--- src/rtl/lv1b_type_decision.sv ---
`default_nettype none
// ============================================================================
// Module      : lv1b_type_decision
// Description : Decides whether an lv1b request becomes an lv1 (nclus cut plus
//               per-class prescale), schedules accepted events through a
//               fixed-latency delay line and pending-event FIFO, issues the lv1
//               pulse with the stored event data, and drives the lv1 inhibit
//               back to the lv1a pipeline.
// Revision    : 1.0 - initial release
// ============================================================================
module lv1b_type_decision #(
    parameter int LV1_DELAY   = 64,
    parameter int INHIBIT_WIN = 4,
    parameter int FIFO_DEPTH  = 4
) (
    input  logic        clk,
    input  logic        rst,
    input  logic        in_live,
    input  logic        in_lv1b_req,
    input  logic [3:0]  in_nclus,
    input  logic [7:0]  in_int_lv1a,
    input  logic [3:0]  in_ext_lv1a,
    input  logic        in_delta_lv1a,
    input  logic [31:0] in_timestamp,
    input  logic [3:0]  nclus_min,
    input  logic [15:0] ps_int,
    input  logic [15:0] ps_ext,
    input  logic [15:0] ps_delta,
    output logic        out_lv1,
    output logic        out_lv1_inhibit,
    output logic [12:0] out_lv1_trig,
    output logic [3:0]  out_lv1_nclus,
    output logic [31:0] out_lv1_timestamp,
    output logic [31:0] lv1_cnt,
    output logic [31:0] lv1b_rej_cnt,
    output logic        lv1_ovf_err
);

    localparam int             c_AW       = $clog2(FIFO_DEPTH);
    localparam int             c_EW       = 49;
    localparam logic [c_AW-1:0] c_PTR_ONE = 1;
    localparam logic [c_AW:0]   c_FULL    = (c_AW + 1)'(FIFO_DEPTH);
    localparam logic [c_AW:0]   c_CNT_ONE = 1;

    logic [LV1_DELAY-1:0] r_dl;
    logic [LV1_DELAY-1:0] w_dl_next;
    logic [c_EW-1:0]      r_mem [FIFO_DEPTH];
    logic [c_AW-1:0]      r_wr_ptr;
    logic [c_AW-1:0]      r_rd_ptr;
    logic [c_AW:0]        r_count;
    logic [15:0]          r_ps_cnt [3];
    logic [15:0]          w_ps_cnt_nxt [3];
    logic [15:0]          w_ps [3];
    logic [2:0]           w_cand;
    logic [2:0]           w_pass;
    logic                 r_live_prev;
    logic                 r_lv1;
    logic                 r_inhibit;
    logic [12:0]          r_trig;
    logic [3:0]           r_nclus;
    logic [31:0]          r_ts;
    logic [31:0]          r_lv1_cnt;
    logic [31:0]          r_rej_cnt;
    logic                 r_ovf;

    logic w_req, w_accept, w_full, w_push, w_drop, w_issue, w_pop, w_live_rise;
    logic w_inhibit_next;

    // Class candidates and prescale decision for the current request
    always_comb begin
        w_cand[0] = (in_int_lv1a != 8'd0) && (in_nclus >= nclus_min);
        w_cand[1] = (in_ext_lv1a != 4'd0);
        w_cand[2] = in_delta_lv1a;
        w_ps[0]   = ps_int;
        w_ps[1]   = ps_ext;
        w_ps[2]   = ps_delta;
        for (int i = 0; i < 3; i++) begin
            w_pass[i]       = 1'b0;
            w_ps_cnt_nxt[i] = r_ps_cnt[i];
            // A zero prescale disables the class and freezes its counter
            if (w_req && w_cand[i] && (w_ps[i] != 16'd0)) begin
                if (r_ps_cnt[i] == (w_ps[i] - 16'd1)) begin
                    w_pass[i]       = 1'b1;
                    w_ps_cnt_nxt[i] = 16'd0;
                end else begin
                    w_ps_cnt_nxt[i] = r_ps_cnt[i] + 16'd1;
                end
            end
        end
    end

    // Accept / push / issue control; inhibit is computed from the next delay-line state
    always_comb begin
        w_req          = in_live & in_lv1b_req;
        w_live_rise    = in_live & ~r_live_prev;
        w_accept       = w_req & (|w_pass);
        w_full         = (r_count == c_FULL);
        w_push         = w_accept & ~w_full;
        w_drop         = w_accept & w_full;
        w_issue        = in_live & r_dl[LV1_DELAY-1];
        w_pop          = w_issue & (r_count != '0);
        w_dl_next      = in_live ? {r_dl[LV1_DELAY-2:0], w_push} : '0;
        w_inhibit_next = in_live &
                         ((|w_dl_next[LV1_DELAY-1 -: INHIBIT_WIN+1]) | w_issue);
    end

    // Delay line, FIFO pointers, prescale counters and pulse/inhibit registers
    always_ff @(posedge clk or posedge rst) begin
        if (rst) begin
            r_dl        <= '0;
            r_wr_ptr    <= '0;
            r_rd_ptr    <= '0;
            r_count     <= '0;
            r_live_prev <= 1'b0;
            r_lv1       <= 1'b0;
            r_inhibit   <= 1'b0;
            for (int i = 0; i < 3; i++) r_ps_cnt[i] <= 16'd0;
        end else begin
            r_live_prev <= in_live;
            r_dl        <= w_dl_next;
            r_lv1       <= w_issue;
            r_inhibit   <= w_inhibit_next;
            if (!in_live) begin
                r_wr_ptr <= '0;
                r_rd_ptr <= '0;
                r_count  <= '0;
                for (int i = 0; i < 3; i++) r_ps_cnt[i] <= 16'd0;
            end else begin
                for (int i = 0; i < 3; i++) r_ps_cnt[i] <= w_ps_cnt_nxt[i];
                if (w_push) r_wr_ptr <= r_wr_ptr + c_PTR_ONE;
                if (w_pop)  r_rd_ptr <= r_rd_ptr + c_PTR_ONE;
                if (w_push && !w_pop)      r_count <= r_count + c_CNT_ONE;
                else if (!w_push && w_pop) r_count <= r_count - c_CNT_ONE;
            end
        end
    end

    // Event storage; contents are only meaningful between the pointers
    always_ff @(posedge clk) begin
        if (w_push) r_mem[r_wr_ptr] <= {in_delta_lv1a, in_ext_lv1a, in_int_lv1a,
                                        in_nclus, in_timestamp};
    end

    // Issued-event data, held until the next issue
    always_ff @(posedge clk or posedge rst) begin
        if (rst) begin
            r_trig  <= '0;
            r_nclus <= '0;
            r_ts    <= '0;
        end else if (w_pop) begin
            {r_trig, r_nclus, r_ts} <= r_mem[r_rd_ptr];
        end
    end

    // Statistics; cleared on the live rising edge, frozen while not live
    always_ff @(posedge clk or posedge rst) begin
        if (rst) begin
            r_lv1_cnt <= '0;
            r_rej_cnt <= '0;
            r_ovf     <= 1'b0;
        end else begin
            r_lv1_cnt <= (w_live_rise ? 32'd0 : r_lv1_cnt) + {31'd0, w_issue};
            r_rej_cnt <= (w_live_rise ? 32'd0 : r_rej_cnt) +
                         {31'd0, (w_req & ~w_accept) | w_drop};
            r_ovf     <= (w_live_rise ? 1'b0 : r_ovf) | w_drop;
        end
    end

    assign out_lv1           = r_lv1;
    assign out_lv1_inhibit   = r_inhibit;
    assign out_lv1_trig      = r_trig;
    assign out_lv1_nclus     = r_nclus;
    assign out_lv1_timestamp = r_ts;
    assign lv1_cnt           = r_lv1_cnt;
    assign lv1b_rej_cnt      = r_rej_cnt;
    assign lv1_ovf_err       = r_ovf;

endmodule
`default_nettype wire

--- config.mk ---
export PLATFORM = sky130hd
export DESIGN_NAME = lv1b_type_decision
export DESIGN_NICKNAME = d
export VERILOG_FILES = /design/src/rtl/lv1b_type_decision.sv
export SDC_FILE = /design/constraint.sdc
export NUM_CORES = 1
export LEC_CHECK = 0
export ABC_AREA = 0
export CORE_AREA = 8 8 176 219
export DETAILED_ROUTE_END_ITERATION = 16
export DIE_AREA = 0 0 184 227
export GPL_ROUTABILITY_DRIVEN = 0
export HOLD_SLACK_MARGIN = 0.03
export PLACE_DENSITY = 0.78
export SLEW_MARGIN = 40
export SYNTH_ARGS = -nofsm -noshare
export SYNTH_HDL_FRONTEND = slang
export SYNTH_SLANG_ARGS = --single-unit
export TNS_END_PERCENT = 50
--- constraint.sdc ---
create_clock -name clk -period 10.7 [get_ports clk]
set_input_delay 3.21 -clock clk [delete_from_list [all_inputs] [get_ports clk]]
set_output_delay 3.21 -clock clk [all_outputs]
set_load 0.005 [all_outputs]
==> results.md <==
* Status: finished, final reports clean
* Syn Std Cell Area at 19,000 um2
* Main flop type after synthesis: sky130_fd_sc_hd__dfrtp_1
* Tmin final at around 7800 ps
* Clock buffers created by TritonCTS at 41
* Layout Area Growth over Synthesis at 21.1%
* Post-placement cell count at 2,188
* Cell internal power dissipation at between 0.002 and 0.003 W
* Post-CTS setup-driven buffer insertion count at 0
* Gates resized, CTS repair at 0
* Smallest hold slack at about 450 ps
* Number of top-level pins at 221
* Rel. slew slack at 47.6%
* Die Area at between 40,000 and 50,000 um2
* Global-route congestion overflow total at 0
* Proportion of register bits with asynchronous set or reset after synthesis at a little over half
* Kind of start point of the critical path: input pin
* Deepest level of the CTS H-tree at 2
* Worst skew pair latency at 540 ps
* FF+latch count, synth at roughly 430
* Number of nets produced by synthesis at between 1,500 and 2,000
* Unrepaired setup endpoints after global routing: false
* Final Hold Fails at 0
* Number of routed nets with antenna violations at 0
* Number of violations reported at the end of detailed-routing iteration 0 at 745
* F_max at about 130 MHz
* Library cells used by synthesis at 72
* Least-Margin Pin Slew at 786 ps
* PortBufs at between 200 and 250
* Final core utilization at 65.5%
* Overall routed net length at 41.8 mm
* Hold Path Class: register to register
* Sequential area share after synthesis at between 60 and 70%
* Number of remaining DRC errors at 0
* Fraction of layout instances using a drive strength above 1 at roughly 8.6%
* Area of the multi-input gates at 6830 um2
* P per Cell Area at between 100 and 150 nW/um2
* Share of total power in combinational logic at ~4.8%
* Number of flops mapped to enable cells by yosys at ~200
* Wire length per cell after detailed routing at 18.4 um
* CTS hold repair buffers at 0
* Via-to-Cell Ratio at 5.62
* Core area at between 30,000 and 40,000 um2
* Proportion of power drawn by flip-flops and latches at between 50% and 60%
* DIE HEIGHT at around 230 um
* Vias after detailed routing at around 13,000
* Post-DP Area at approximately 22,000 um2
* Number of clock sinks at 432
* Detail Placement HPWL at between 20 and 30 mm
* Net count of the finished layout at between 1,500 and 2,000
* Number of warnings printed during yosys synthesis at 0
* Final instance count without filler cells at 2,265
* Sw frac at between 20% and 30%
* Worst endpoint required time at 11,090 ps
* Ratio of final minimum period to clock period at between 70 and 80%
* CTS root buf: sky130_fd_sc_hd__clkbuf_16
* Pins Over Slew Limit at 0
* Setup violators final at 0
* Share of total power in the clock network at 42.2%
* Length of the first detailed-routing pass in iterations at 5
* Total routing usage reported by global routing at 20.0%
* Syn Inst Count at about 1,500
* Starting density of the core at a little over half
* Reported max-cap violation count at 0
* Count of fill cells added during filler insertion at about 2,600
* Clock-pin slew on the worst setup and hold paths at 60 ps
* Average cell area after synthesis at about 12 um2
* Register area at approximately 12,000 um2
* Crit path capture type: register
* Final setup skew at roughly 25 ps
* Site row count at 77
* Number of buffers on the longest clock path at 3
* Highest fanout seen on the critical path at 11
* Total negative slack at 0 ps
* Switching power at between 0.0006 and 0.0007 W
* Largest net degree at the start of global routing at between 100 and 150
* Initial antenna violation count at 4
* Clock tree from TritonCTS: yes
* Largest voltage drop on the vdd net at between 0.0001 and 0.00015 V
* Leakage power total at 9.08 nW
* Global-route wire length before repair at around 67 mm
* Setup CP Type: input pin to register
* Overall die width at about 180 um
* Signal arrival time at the worst endpoint at 8230 ps
* Cell area after layout at between 20,000 and 25,000 um2
* Number of global-route vias before repair at roughly 13,000
==> registers in the layout, summed over array words and instances (netlist names), 2 cells and up <==
| register | cells |
|---|---|
| lv1_cnt | 32 |
| out_lv1_timestamp | 32 |
| r_count | 3 |
| r_dl | 64 |
| r_wr_ptr | 2 |
| lv1b_rej_cnt | 32 |
| out_lv1_nclus | 4 |
| out_lv1_trig | 13 |
| r_ps_cnt | 48 |
| r_mem | 196 |
| r_rd_ptr | 2 |
==> final timing paths <==
path                              start              endpoint  slack (ps)  depth (start not counted)
hold reg to reg                r_dl[57]              r_dl[58]         450                          1
hold / removal                 r_dl[57]              r_dl[58]         450                          1
setup reg to reg           r_ps_cnt[21]      lv1b_rej_cnt[26]        6390                         16
setup / recovery            ps_delta[0]      lv1b_rej_cnt[26]        2860                         19
min in group asynchronous           rst  out_lv1_timestamp[2]        3280                          2
max in group asynchronous           rst           r_rd_ptr[1]        6270                          3
==> stage by stage <==
step,power [W],setup WS (ps)
after global routing,0.00341,2550
after detailed placement,0.00194,2440
final,0.00329,2860
after CTS,0.00333,2990
after floorplan,0.00185,1020
after global placement,0.00193,2640
==> Yosys cell counts (3+ instances only) <==
cell                          n  area share, %
sky130_fd_sc_hd__xor2_1      57            2.6
sky130_fd_sc_hd__nor3b_1      7           0.28
sky130_fd_sc_hd__buf_1       10           0.20
sky130_fd_sc_hd__ha_1        21            1.4
sky130_fd_sc_hd__nor4_1      21           0.69
sky130_fd_sc_hd__nand2_1    257            5.1
sky130_fd_sc_hd__or2_2        4           0.13
sky130_fd_sc_hd__nand3b_1     7           0.28
sky130_fd_sc_hd__or4_1        9           0.36
sky130_fd_sc_hd__clkbuf_1    42           0.83
sky130_fd_sc_hd__o21a_1       4           0.16
sky130_fd_sc_hd__or3b_2       3           0.14
sky130_fd_sc_hd__o211ai_1     4           0.16
sky130_fd_sc_hd__dfrtp_1    236             31
sky130_fd_sc_hd__o22ai_1      4           0.13
sky130_fd_sc_hd__edfxtp_1   196             31
sky130_fd_sc_hd__o21ai_0     74            2.0
sky130_fd_sc_hd__or3_1       13           0.43
sky130_fd_sc_hd__nor4_2       4           0.26
sky130_fd_sc_hd__and2_1      73            2.4
sky130_fd_sc_hd__buf_2        3          0.079
sky130_fd_sc_hd__nor2_1      88            1.7
sky130_fd_sc_hd__mux4_2      49            5.8
sky130_fd_sc_hd__and3_1      41            1.4
sky130_fd_sc_hd__a41oi_1      3           0.14
sky130_fd_sc_hd__nand2b_1     8           0.26
sky130_fd_sc_hd__nand3_1     54            1.4
sky130_fd_sc_hd__nand4_1     20           0.66
sky130_fd_sc_hd__a21oi_1     27           0.71
sky130_fd_sc_hd__xnor2_1     62            2.9
sky130_fd_sc_hd__a21o_1       3           0.12
sky130_fd_sc_hd__a311oi_1     3           0.14
sky130_fd_sc_hd__a211oi_1     5           0.20
sky130_fd_sc_hd__nor3_1      19           0.50
sky130_fd_sc_hd__a2111oi_0    5           0.23
sky130_fd_sc_hd__o31ai_1      4           0.16
sky130_fd_sc_hd__nor2b_1      7           0.23
sky130_fd_sc_hd__mux2i_1      8           0.42
sky130_fd_sc_hd__inv_1       33           0.65
sky130_fd_sc_hd__nand4b_1     4           0.18
sky130_fd_sc_hd__and4_1       8           0.37
sky130_fd_sc_hd__a22o_1       3           0.14
==> layout by cell type (no fill, tap or decap), types with 9 or more instances in the layout <==
master	count
sky130_fd_sc_hd__nand2_1	257
sky130_fd_sc_hd__dfrtp_1	234
sky130_fd_sc_hd__clkdlybuf4s50_1	219
sky130_fd_sc_hd__edfxtp_1	196
sky130_fd_sc_hd__nor2_1	86
sky130_fd_sc_hd__o21ai_0	74
sky130_fd_sc_hd__and2_1	73
sky130_fd_sc_hd__xnor2_1	62
sky130_fd_sc_hd__xor2_1	57
sky130_fd_sc_hd__nand3_1	54
sky130_fd_sc_hd__mux4_2	49
sky130_fd_sc_hd__clkbuf_16	43
sky130_fd_sc_hd__and3_1	37
sky130_fd_sc_hd__inv_1	32
sky130_fd_sc_hd__a21oi_1	27
sky130_fd_sc_hd__ha_1	21
sky130_fd_sc_hd__nor4_1	20
sky130_fd_sc_hd__nand4_1	20
sky130_fd_sc_hd__clkbuf_1	20
sky130_fd_sc_hd__nor3_1	19
sky130_fd_sc_hd__or3_1	13
sky130_fd_sc_hd__buf_4	12
sky130_fd_sc_hd__or4_1	9
==> area by class of cell <==
| cell class | count | share of cell area (%) |
|---|---|---|
| Clock buffer | 68 | 5.31 |
| Antenna cell | 1 | 0.0109 |
| Multi-Input combinational cell | 1016 | 29.8 |
| Timing Repair Buffer | 233 | 10.0 |
| Tap cell | 474 | 2.58 |
| Inverter | 33 | 0.594 |
| Clock inverter | 8 | 0.300 |
| Sequential cell | 432 | 51.4 |
==> cell families after synthesis <==
logic type	after synthesis	share of synthesized area, %
mux	58	6.30
simple gates	657	17.3
compound gates	160	5.25
flops	432	62.2
fa+ha+maj	22	1.49
buf+inv	92	1.98
xor+xnor	119	5.50
==> critical path, stage by stage <==
cell and delay, ps:
sky130_fd_sc_hd__clkdlybuf4s50_1 530, sky130_fd_sc_hd__inv_1 130, sky130_fd_sc_hd__ha_1 390, sky130_fd_sc_hd__or4b_2 640, sky130_fd_sc_hd__nor4_2 180, sky130_fd_sc_hd__xnor2_1 100
sky130_fd_sc_hd__a311oi_1 430, sky130_fd_sc_hd__nand4_1 350, sky130_fd_sc_hd__o221ai_2 570, sky130_fd_sc_hd__and2_4 290, sky130_fd_sc_hd__nor2_1 60, sky130_fd_sc_hd__ha_1 250
sky130_fd_sc_hd__ha_1 220, sky130_fd_sc_hd__nand4_1 180, sky130_fd_sc_hd__nor2_1 110, sky130_fd_sc_hd__and3_1 240, sky130_fd_sc_hd__nand3_1 130, sky130_fd_sc_hd__xor2_1 160
sky130_fd_sc_hd__nor2_1 50
==> metal layers <==
metal	share of wire (%)	routed length, um	GRT usage, %
met5	0.098	41	0
met4	2.5	1050	6.39
met3	6.0	2530	3.53
met2	51	21200	35.0
met1	41	16900	25.0
==> power groups by stage <==
stage | clock network, W | logic [W] | registers, W
5_1_grt | 0.00149 | 0.000174 | 0.00175
2_1_floorplan | 0 | 0.0000734 | 0.00178
3_3_place_gp | 0 | 0.000152 | 0.00178
3_5_place_dp | 0 | 0.000157 | 0.00178
4_1_cts | 0.00142 | 0.000158 | 0.00175
6_report | 0.00139 | 0.000157 | 0.00175
No activity file was read; power rests on OpenSTA's default activity.
